### src/rtl/md_pkg.sv
// Shared constants and FSM state encoding for the intra mode-decision fetch sequencer.
`default_nettype none

package md_pkg;

    localparam int MD_CNT_LAST = 40;
    localparam int MD_X_FIRST  = 5;

    typedef enum logic [1:0] {
        ST_IDLE = 2'd0,
        ST_WAIT = 2'd1,
        ST_RUN  = 2'd2,
        ST_FIN  = 2'd3
    } md_state_e;

endpackage

`default_nettype wire

### src/rtl/md_pp_flags.sv
// Ping-pong ownership flags for the two-bank pixel SRAM shared between loader and fetch.
`default_nettype none

module md_pp_flags (
    input  logic       clk,
    input  logic       rst,
    input  logic       set_i,
    input  logic       rel_i,
    input  logic       clr_i,
    output logic       wr_allow_o,
    output logic [1:0] full_o,
    output logic       wr_bank_o,
    output logic       rd_bank_o,
    output logic       ovf_err_o
);

    logic [1:0] full_q;
    logic       wr_bank_q;
    logic       rd_bank_q;
    logic       ovf_q;

    logic       w_accept;
    logic [1:0] w_set_mask;
    logic [1:0] w_rel_mask;

    assign w_accept   = set_i & ~full_q[wr_bank_q];
    assign w_set_mask = w_accept ? {wr_bank_q, ~wr_bank_q} : 2'b00;
    assign w_rel_mask = rel_i    ? {rd_bank_q, ~rd_bank_q} : 2'b00;

    always_ff @(posedge clk) begin
        if (rst) begin
            full_q    <= 2'b00;
            wr_bank_q <= 1'b0;
            rd_bank_q <= 1'b0;
            ovf_q     <= 1'b0;
        end else if (clr_i) begin
            // Abort drops bank ownership but keeps the sticky overflow record.
            full_q    <= 2'b00;
            wr_bank_q <= 1'b0;
            rd_bank_q <= 1'b0;
        end else begin
            full_q    <= (full_q | w_set_mask) & ~w_rel_mask;
            wr_bank_q <= wr_bank_q ^ w_accept;
            rd_bank_q <= rd_bank_q ^ rel_i;
            ovf_q     <= ovf_q | (set_i & ~w_accept);
        end
    end

    assign wr_allow_o = ~full_q[wr_bank_q];
    assign full_o     = full_q;
    assign wr_bank_o  = wr_bank_q;
    assign rd_bank_o  = rd_bank_q;
    assign ovf_err_o  = ovf_q;

endmodule

`default_nettype wire

### src/rtl/md_fetch_sched.sv
// Per-block fetch timeline sequencer: walks blk_num+1 blocks, consuming ping-pong banks.
`default_nettype none

module md_fetch_sched
    import md_pkg::*;
#(
    parameter int CNT_W    = 6,
    parameter int CNT_LAST = MD_CNT_LAST,
    parameter int BLK_W    = 6
) (
    input  logic             clk,
    input  logic             rst,
    input  logic             start,
    input  logic [BLK_W-1:0] blk_num,
    input  logic             kill,
    input  logic             load_done,
    output logic             wr_bank,
    output logic             wr_allow,
    output logic             fetch_enable,
    output logic [CNT_W-1:0] fetch_cnt,
    output logic             rd_bank,
    output logic             x_valid,
    output logic [BLK_W-1:0] blk_idx,
    output logic             blk_done,
    output logic             done,
    output logic             busy,
    output logic             ovf_err
);

    localparam logic [CNT_W-1:0] C_CNT_LAST = CNT_W'(CNT_LAST);
    localparam logic [CNT_W-1:0] C_X_FIRST  = CNT_W'(MD_X_FIRST);

    md_state_e        state_q, state_d;
    logic [CNT_W-1:0] cnt_q, cnt_d;
    logic [BLK_W-1:0] idx_q, idx_d;
    logic [BLK_W-1:0] last_q, last_d;
    logic             xv_q, xv_d;

    logic             w_blk_end;
    logic [1:0]       w_full;

    md_pp_flags u_flags (
        .clk        (clk),
        .rst        (rst),
        .set_i      (load_done),
        .rel_i      (w_blk_end),
        .clr_i      (kill),
        .wr_allow_o (wr_allow),
        .full_o     (w_full),
        .wr_bank_o  (wr_bank),
        .rd_bank_o  (rd_bank),
        .ovf_err_o  (ovf_err)
    );

    assign w_blk_end = (state_q == ST_RUN) && (cnt_q == C_CNT_LAST);

    always_comb begin
        state_d = state_q;
        cnt_d   = cnt_q;
        idx_d   = idx_q;
        last_d  = last_q;
        xv_d    = (state_q == ST_RUN) && (cnt_q >= C_X_FIRST);
        case (state_q)
            ST_IDLE: begin
                if (start) begin
                    last_d  = blk_num;
                    idx_d   = '0;
                    state_d = ST_WAIT;
                end
            end
            ST_WAIT: begin
                cnt_d = '0;
                if (w_full[rd_bank]) state_d = ST_RUN;
            end
            ST_RUN: begin
                if (!w_blk_end) begin
                    cnt_d = cnt_q + 1'b1;
                end else begin
                    cnt_d = '0;
                    if (idx_q == last_q) begin
                        state_d = ST_FIN;
                    end else begin
                        // The other bank decides between back-to-back and stalling.
                        idx_d   = idx_q + 1'b1;
                        state_d = w_full[~rd_bank] ? ST_RUN : ST_WAIT;
                    end
                end
            end
            ST_FIN: begin
                idx_d   = '0;
                state_d = ST_IDLE;
            end
            default: state_d = ST_IDLE;
        endcase
    end

    always_ff @(posedge clk) begin
        if (rst || kill) begin
            state_q <= ST_IDLE;
            cnt_q   <= '0;
            idx_q   <= '0;
            last_q  <= '0;
            xv_q    <= 1'b0;
        end else begin
            state_q <= state_d;
            cnt_q   <= cnt_d;
            idx_q   <= idx_d;
            last_q  <= last_d;
            xv_q    <= xv_d;
        end
    end

    assign fetch_enable = (state_q == ST_RUN);
    assign fetch_cnt    = cnt_q;
    assign x_valid      = xv_q;
    assign blk_idx      = idx_q;
    assign blk_done     = w_blk_end;
    assign done         = (state_q == ST_FIN);
    assign busy         = (state_q != ST_IDLE);

endmodule

`default_nettype wire

### config.mk
export PLATFORM = sky130hd
export DESIGN_NAME = md_fetch_sched
export DESIGN_NICKNAME = d
export VERILOG_FILES = /design/src/rtl/md_pkg.sv /design/src/rtl/md_pp_flags.sv /design/src/rtl/md_fetch_sched.sv
export SDC_FILE = /design/constraint.sdc
export NUM_CORES = 1
export LEC_CHECK = 0
export BUFFER_PORTS_ARGS = -buffer_cell sky130_fd_sc_hd__buf_4
export CORE_MARGIN = 2
export CORE_UTILIZATION = 53
export DETAILED_ROUTE_END_ITERATION = 16
export HOLD_SLACK_MARGIN = 0.03
export PLACE_DENSITY = 0.84
export SYNTH_ARGS = -nofsm -noshare
export SYNTH_HDL_FRONTEND = slang
export SYNTH_HIERARCHICAL = 1
export SYNTH_SLANG_ARGS = --single-unit
export TNS_END_PERCENT = 30
### constraint.sdc
create_clock -name clk -period 2 [get_ports clk]
set_clock_uncertainty 0.15 [all_clocks]
set_input_delay 0.2 -clock clk [delete_from_list [all_inputs] [get_ports clk]]
set_output_delay 0.2 -clock clk [all_outputs]
set_load 0.02 [all_outputs]
==> results of run 1 <==
cells in the final DEF, fill, tap and decap left out, drive strengths merged, types with 7 or more instances in the layout:
cell type     n
buf          32
dfxtp        26
nand2        15
ha           15
a21oi        14
nor2         14
nand3        10
inv           9
xnor2         8
dlygate4sd3   8
o21ai         7
layer usage:
metal / vias up / global-route usage (%)
li1: 643 / -
met1: 582 / 25.6
met2: 46 / 35.0
met3: 6 / 2.79
met4: 0 / 8.84
met5: - / 0
final cells by class:
cell class / count / area [sq um]
clock buffers: 4 / 36.3
well taps: 30 / 37.5
inverters: 9 / 33.8
fillers: 189 / 714
flip-flops and latches: 26 / 522
multi-input cells: 123 / 858
repair buffers: 40 / 320
registers in the layout, indices dropped and copies added, names as in the netlist:
| register | flops |
|---|---|
| blk_idx | 6 |
| fetch_cnt | 6 |
| last_q | 6 |
| state_q | 2 |
| u_flags/full_o | 2 |
| u_flags/ovf_err_o | 1 |
| u_flags/rd_bank_o | 1 |
| u_flags/wr_bank_o | 1 |
| x_valid | 1 |
metrics by stage:
stage,cell area (sq um),setup slack (ns)
after CTS,1800,0.0175
after detailed placement,1680,0.0778
final,1810,0.136
after floorplan,1440,0.107
after global routing,1810,0.0386
after global placement,1680,0.201
worst max-delay path, stage by stage, from the launching register on:
cell	delay, ns
sky130_fd_sc_hd__dfxtp_1	0.44
sky130_fd_sc_hd__inv_1	0.13
sky130_fd_sc_hd__ha_1	0.22
sky130_fd_sc_hd__nor2b_2	0.20
sky130_fd_sc_hd__nor2_8	0.13
sky130_fd_sc_hd__o211ai_2	0.16
sky130_fd_sc_hd__or2_1	0.27
sky130_fd_sc_hd__a21oi_2	0.12
final timing paths:
path,from,end,depth (start not counted)
setup / recovery,state_q[1],blk_idx[1],7
hold / removal,start,last_q[0],3
setup reg to reg,state_q[1],blk_idx[1],7
hold reg to reg,last_q[3],last_q[3],2
cell families after synthesis:
| logic type | Yosys count |
|---|---|
| buffers and inverters | 15 |
| and+or+nand+nor | 66 |
| DFF | 26 |
| adders and majority gates | 15 |
| muxes | 3 |
| xor gates and xnor gates | 11 |
| AOI/OAI and AO/OA | 28 |
Yosys cell counts:
master | n | area, sq um
sky130_fd_sc_hd__nor3_2 | 1 | 10.0
sky130_fd_sc_hd__nor2_1 | 13 | 48.8
sky130_fd_sc_hd__and2_1 | 3 | 18.8
sky130_fd_sc_hd__ha_1 | 15 | 188
sky130_fd_sc_hd__a2111oi_0 | 1 | 8.76
sky130_fd_sc_hd__or2_2 | 1 | 6.26
sky130_fd_sc_hd__a41oi_1 | 2 | 17.5
sky130_fd_sc_hd__mux2i_1 | 3 | 30.0
sky130_fd_sc_hd__and4bb_1 | 1 | 12.5
sky130_fd_sc_hd__nand4_1 | 5 | 31.3
sky130_fd_sc_hd__xor2_1 | 3 | 26.3
sky130_fd_sc_hd__xnor2_1 | 8 | 70.1
sky130_fd_sc_hd__buf_2 | 2 | 10.0
sky130_fd_sc_hd__nor3_1 | 4 | 20.0
sky130_fd_sc_hd__clkbuf_2 | 1 | 5.00
sky130_fd_sc_hd__and3_2 | 1 | 7.51
sky130_fd_sc_hd__dfxtp_1 | 26 | 521
sky130_fd_sc_hd__nand2_1 | 15 | 56.3
sky130_fd_sc_hd__and3_1 | 2 | 12.5
sky130_fd_sc_hd__a21oi_2 | 1 | 8.76
sky130_fd_sc_hd__o22ai_2 | 1 | 12.5
sky130_fd_sc_hd__inv_1 | 9 | 33.8
sky130_fd_sc_hd__or2_0 | 1 | 6.26
sky130_fd_sc_hd__nand2b_1 | 2 | 12.5
sky130_fd_sc_hd__clkbuf_1 | 2 | 7.51
sky130_fd_sc_hd__nor4_1 | 2 | 12.5
sky130_fd_sc_hd__nor2_8 | 1 | 20.0
sky130_fd_sc_hd__nor2b_2 | 1 | 8.76
sky130_fd_sc_hd__o211ai_2 | 1 | 12.5
sky130_fd_sc_hd__o21ai_0 | 7 | 35.0
sky130_fd_sc_hd__a21oi_1 | 13 | 65.1
sky130_fd_sc_hd__nand4b_1 | 1 | 8.76
sky130_fd_sc_hd__o2111a_1 | 1 | 11.3
sky130_fd_sc_hd__or2_1 | 1 | 6.26
sky130_fd_sc_hd__nand3_1 | 10 | 50.1
sky130_fd_sc_hd__a21o_2 | 1 | 8.76
sky130_fd_sc_hd__buf_4 | 1 | 7.51
sky130_fd_sc_hd__or3b_1 | 1 | 8.76
repair_timing:
action,CTS,global route
gates resized for setup,1,2
hold endpoints to repair,11,0
endpoints found under the setup margin,1,3
hold buffers,8,0
power by group through the flow:
stage	Sequential, mW	Combinational (mW)	Clock, mW
6_report	0.538	0.150	0.262
5_1_grt	0.541	0.163	0.292
4_1_cts	0.538	0.148	0.274
3_5_place_dp	0.549	0.135	0
3_3_place_gp	0.549	0.131	0
2_1_floorplan	0.550	0.0880	0
==> out/metrics.yaml, run 1 <==
synth_xor_xnor_area_share_pct: 6.71
synth_cells: 164
dr.max_layer_used: "met4"
number_of_nets_at_the_end_of_the_flow: 229
comb_power_share_pct: 15.7
first_global_vias: 1189
drt_first_iter_violations: 35
internal-power_mw: 0.708
timing.final.max_slew_violations: 0
hpwlAfterDp_um: 2340
drive_above_1_share_pct: 23.3
start_kind: "flop"
fp.dieW_um: 56.1
post_synthesis_share_of_cell_area_spent_on_full_adders_half_adders_and_majority_gates_pct: 13.1
area_of_the_mapped_netlist_sq_um: 1440
post-route-min-period_ns: 1.86
power_density_nw_per_um2: 526
cts_tree: "yes"
cts_buf_count: 3
antenna_cells: 0
ctsRootBufferMaster: "sky130_fd_sc_hd__clkbuf_4"
net-switching-power_mw: 0.242
critPathArrivalTime_ns: 1.98
timing.hold.ws_ns: 0.0401
wl_met1_um: 1370
worst_hold_path_type: "in -> reg"
post_synth.cell_area_avg_sq_um: 8.76
num_vias: 1277
rsz0062_at_grt: "false"
finish.cell_count_without_fillers: 232
detail_route.wl_per_cell_um: 13.6
crit_path_end_kind: "flop"
postRouteWirelength_um: 3160
post_cts.repair.setup_buffers: 0
seq_area_frac_synth_pct: 36.2
worstPathMaxFanout: 7
cts.htree.levels: 1
grt_use_total_pct: 20.5
post_synth_mux_area_share_pct: 2.09
grt_start_max_net_pins: 15
drt_pre_antenna_iters: 4
gp_congestion: 0.900
clock_sinks: 26
critical_path_required_time_ns: 2.11
areaGrowthSynthToFinish_pct: 25.9
ys_ff_latch: 26
io-pin-count: 32
worstSkewPairLatency_ns: 0.32
worstSetupPathType: "reg -> reg"
detailroute.wirelength.met2_um: 1580
path_clk_slew_ns: 0.14
wl_met3_um: 167
status: "completed"
rows: 18
simple_gate_fraction_of_synth_area_pct: 24.9
tightest_slew_ns: 0.349
finish.utilization_pct: 71.7
report.final.setup_viol: 0
main_combinational_cell_family_by_area_after_synthesis: "simple AND/OR/NAND/NOR gates"
drc: 0
synth_cell_types: 38
max_cap_violations: 0
peakVddDrop_mv: 0.492
relSlewSlack_pct: 76.1
final_min_period_over_clock_period_pct: 93.2
die_h_um: 56.1
setup-tns-final_ns: 0
buffer_ports.inserted: 31
placed_cells_incl_taps: 220
switching_power_share_of_the_total_pct: 25.5
power.leakage_nw: 0.729
synth_compound_gate_area_share_pct: 12.5
ys.warnings.count: 6
antenna_violations_before_repair: 0
power_frac_clock_pct: 27.6
grt_overflow: 0
start_util_pct: 56.9
r2r_slack_ns: 0.14
cts.path.max_buffers: 2
synthesis.nets: 190
route.detailed.vias_per_inst: 5.50
fp.dieArea_sq_um: 3140
power_mw: 0.950
core_region_area_sq_um: 2520
grt_pass1_wl_um: 5220
report.final.hold_viol_count: 0
share_seq_of_total_power_pct: 56.7
drtAntennaViolNets: 0
max_freq_mhz: 536
Power figures use the tool's default switching activity.
==> run 2: changes to the inputs <==
--- a/config.mk
+++ b/config.mk
@@ -5,12 +5,13 @@
 export SDC_FILE = /design/constraint.sdc
 export NUM_CORES = 1
 export LEC_CHECK = 0
+export ABC_AREA = 1
 export BUFFER_PORTS_ARGS = -buffer_cell sky130_fd_sc_hd__buf_4
 export CORE_MARGIN = 2
-export CORE_UTILIZATION = 53
+export CORE_UTILIZATION = 54
 export DETAILED_ROUTE_END_ITERATION = 16
 export HOLD_SLACK_MARGIN = 0.03
-export PLACE_DENSITY = 0.84
+export PLACE_DENSITY = 0.85
 export SYNTH_ARGS = -nofsm -noshare
 export SYNTH_HDL_FRONTEND = slang
 export SYNTH_HIERARCHICAL = 1
==> run 2 against run 1 <==
Synthesized cell count rose by 35%. Cell count up 28%. Non-clock buffer count grew 3. Fmax up 0.52%. Worst setup slack improved by 0.0096 ns. Total power is 20% higher. Register-to-register slack improved by 0.06 ns. Hold slack gained 0.14 ns. Critical endpoint is now blk_done. Largest cell class unchanged.
==> out/metrics.yaml, run 2 <==
status: "completed"  # unchanged
path_clk_slew_ns: 0.14  # about the same
antenna_cells: 0  # unchanged
most_common_cell_after_layout_fill_and_taps_aside: "sky130_fd_sc_hd__nand2_1"  # was sky130_fd_sc_hd__buf_4
power_density_nw_per_um2: 561  # was 526 nW/um^2
postLayoutSetupSlackWorst_ns: 0.145  # was 0.136 ns
max_freq_mhz: 539  # was 536 MHz
areaGrowthSynthToFinish_pct: 27.4  # was 25.9%
gp_congestion: 0.935  # was 0.900
worst_path_max_delay_cell: "sky130_fd_sc_hd__dfxtp_2"  # was sky130_fd_sc_hd__dfxtp_1
fp.dieArea_sq_um: 3400  # was 3140 sq um
synth.cells.most_frequent: "46 x sky130_fd_sc_hd__nand2_1, 35 x sky130_fd_sc_hd__inv_1, 27 x sky130_fd_sc_hd__nor2_1"  # was 26 x sky130_fd_sc_hd__dfxtp_1, 15 x sky130_fd_sc_hd__ha_1, 15 x sky130_fd_sc_hd__nand2_1
report.final.hold_viol_count: 0  # unchanged
grt_use_total_pct: 21.0  # was 20.5%
first_global_vias: 1337  # was 1189
final_min_period_over_clock_period_pct: 92.7  # was 93.2%
cts_buf_count: 3  # unchanged
synth_edf_count: 0  # unchanged
area.sequential_sq_um: 523  # was 522 sq um
grt_start_max_net_pins: 17  # was 15
multi_input_area_sq_um: 918  # was 858 sq um
cts_tree: "yes"  # unchanged
num_vias: 1488  # was 1277
ctsRootBufferMaster: "sky130_fd_sc_hd__clkbuf_4"  # unchanged
max_cap_violations: 0  # unchanged
rsz0062_at_grt: "false"  # unchanged
critPathArrivalTime_ns: 1.50  # was 1.98 ns
drc: 0  # unchanged
setup-tns-final_ns: 0  # unchanged
synth_cells: 222  # was 164
crit_path_end_kind: "primary output"  # was flop
most_used_cells_in_the_layout_excluding_fill_and_tap_cells: "46 x sky130_fd_sc_hd__nand2_1, 34 x sky130_fd_sc_hd__inv_1, 33 x sky130_fd_sc_hd__buf_4, 26 x sky130_fd_sc_hd__nor2_1, 24 x sky130_fd_sc_hd__dfxtp_1"  # was 32 x sky130_fd_sc_hd__buf_4, 25 x sky130_fd_sc_hd__dfxtp_1, 15 x sky130_fd_sc_hd__nand2_1, 14 x sky130_fd_sc_hd__ha_1
worstPathMaxFanout: 8  # was 7
power.leakage_nw: 0.944  # was 0.729 nW
fp.dieW_um: 58.3  # was 56.1 um
worstSetupPathType: "reg -> out"  # was reg -> reg
peakVddDrop_mv: 0.492  # about the same
drive_above_1_share_pct: 24.8  # was 23.3%
route.detailed.vias_per_inst: 5.01  # was 5.50
tightest_slew_ns: 0.340  # was 0.349 ns
number_of_nets_at_the_end_of_the_flow: 293  # was 229
drtAntennaViolNets: 0  # unchanged
worst_path_cell_chain: "inv_1, ha_4, inv_1, nor2_4, buf_4"  # was inv_1, ha_1, nor2b_2, nor2_8, o211ai_2, or2_1, a21oi_2
critical_path_required_time_ns: 1.65  # was 2.11 ns
ys_ff_latch: 26  # unchanged
synth.top_cells.by_area: "sky130_fd_sc_hd__dfxtp_1 33%, sky130_fd_sc_hd__ha_1 12%, sky130_fd_sc_hd__nand2_1 11%"  # was sky130_fd_sc_hd__dfxtp_1 36%, sky130_fd_sc_hd__ha_1 13%, sky130_fd_sc_hd__xnor2_1 4.9%
r2r_start: "state_q[1]"  # unchanged
drt_pre_antenna_iters: 4  # unchanged
cpPeakStageDelay_ns: 0.37  # was 0.44 ns
relSlewSlack_pct: 77.3  # was 76.1%
synthesis.nets: 248  # was 190
seq_area_frac_synth_pct: 32.7  # was 36.2%
cts.htree.levels: 1  # unchanged
cpMostUsedCell: "sky130_fd_sc_hd__inv_1"
die_h_um: 58.3  # was 56.1 um
antenna_violations_before_repair: 0  # unchanged
synth_top_flop_cell: "sky130_fd_sc_hd__dfxtp_1"  # unchanged
post-route-min-period_ns: 1.85  # was 1.86 ns
worstSkewPairLatency_ns: 0.33  # was 0.32 ns
area_of_the_mapped_netlist_sq_um: 1590  # was 1440 sq um
synth_cell_types: 31  # was 38
timing.final.max_slew_violations: 0  # unchanged
timing.hold.ws_ns: 0.176  # was 0.0401 ns
hpwlAfterDp_um: 2480  # was 2340 um
synth_top_cell_area_share_pct: 32.7  # was 36.2%
rows: 19  # was 18
post-synth-top-area-cell: "sky130_fd_sc_hd__dfxtp_1"  # unchanged
cts.path.max_buffers: 2  # unchanged
crit_start: "state_q[0]"  # was state_q[1]
grt_overflow: 0  # unchanged
most_common_cell_in_the_netlist: "sky130_fd_sc_hd__nand2_1"  # was sky130_fd_sc_hd__dfxtp_1
synth_async_sr_flop_share_pct: 0  # unchanged
io-pin-count: 32  # unchanged
postRouteWirelength_um: 3340  # was 3160 um
drt_first_iter_violations: 45  # was 35
dp_worst_setup_slack_ns: 0.211  # was 0.0778 ns
grt_pass1_wl_um: 5580  # was 5220 um
holdCritStartpoint: "load_done"  # was start
start_util_pct: 57.3  # was 56.9%
report.final.setup_viol: 0  # unchanged
start_kind: "flop"  # unchanged
nFillCells: 209  # was 189
worst_hold_path_type: "in -> reg"  # unchanged
clock_sinks: 26  # unchanged
core_region_area_sq_um: 2780  # was 2520 sq um
buffer_ports.inserted: 31  # unchanged
post_synth.cell_area_avg_sq_um: 7.18  # was 8.76 sq um
detail_route.wl_per_cell_um: 11.2  # was 13.6 um
ys.warnings.count: 6  # unchanged
-- run 2: cell count changes in the layout (fill, tap and decap cells not counted), moves of 5 or more --
cell,delta
sky130_fd_sc_hd__nand2_1,+31
sky130_fd_sc_hd__inv_1,+25
sky130_fd_sc_hd__nor2_1,+13
sky130_fd_sc_hd__xnor2_1,-7
sky130_fd_sc_hd__inv_2,+5
sky130_fd_sc_hd__nand3_1,-5
sky130_fd_sc_hd__nor2_2,+5
-- run 2: path summary, 6_finish.rpt --
check	endpoint	depth (start not counted)	slack [ns]
setup reg to reg	fetch_cnt[5]	7	0.20
setup / recovery	blk_done	5	0.15
hold / removal	u_flags/wr_bank_o	5	0.18
hold reg to reg	last_q[2]	2	0.34
-- run 2: routing by layer --
layer	part of all wire (%)	track usage, %
met1	45	26.8
met2	47	36.0
met3	6.3	1.98
met4	2.0	9.63
met5	0	0
-- run 2: per-stage QoR --
step           utilization (%)  power, mW  instances  instance area, sq um
2_1_floorplan                -      0.705        222                  1600
3_3_place_gp              66.8      0.762        283                  1860
3_5_place_dp              66.8      0.766        283                  1860
4_1_cts                   72.4       1.15        297                  2010
5_1_grt                   73.0       1.20        297                  2030
6_report                  73.0       1.14        297                  2030
-- run 2: worst max-delay path: cells and delay by family, from the launching register on --
kind / cells / cell delay, ns
adder cells (fa/ha/maj): 1 / 0.20
AND/OR/NAND/NOR: 1 / 0.16
flip-flops: 1 / 0.37
buffers and inverters: 3 / 0.44
-- run 2: what timing repair did --
action,in CTS,in global routing
gates resized for setup,1,5
endpoints found under the setup margin,1,1
setup buffers,0,0
endpoints found under the hold margin,11,0
hold buffers,10,0
-- run 2: cell type report --
type	instances	area share (%)
clock buffer	3	1.11
clock inverter	1	1.48
timing repair buffer	43	17.1
inverter	40	7.39
multi-input combinational	153	45.2
sequential	26	25.8
tap	31	1.91
-- run 2: cells by family (layout without fill, tap and decap cells) --
logic type	Yosys count	after routing	synth area share (%)
AO/OA/AOI/OAI	28	28	9.97
buffers and inverters	43	87	11.0
XOR/XNOR	5	5	2.75
adder cells (fa/ha/maj)	15	15	11.8
flip-flops	26	26	32.7
AND/OR/NAND/NOR	105	105	31.9
-- run 2: power by group --
group	leakage, nW	switching (mW)	internal [mW]
logic	0.704	0.123	0.0932
clock network	0.0279	0.162	0.203
registers	0.212	0.0201	0.537
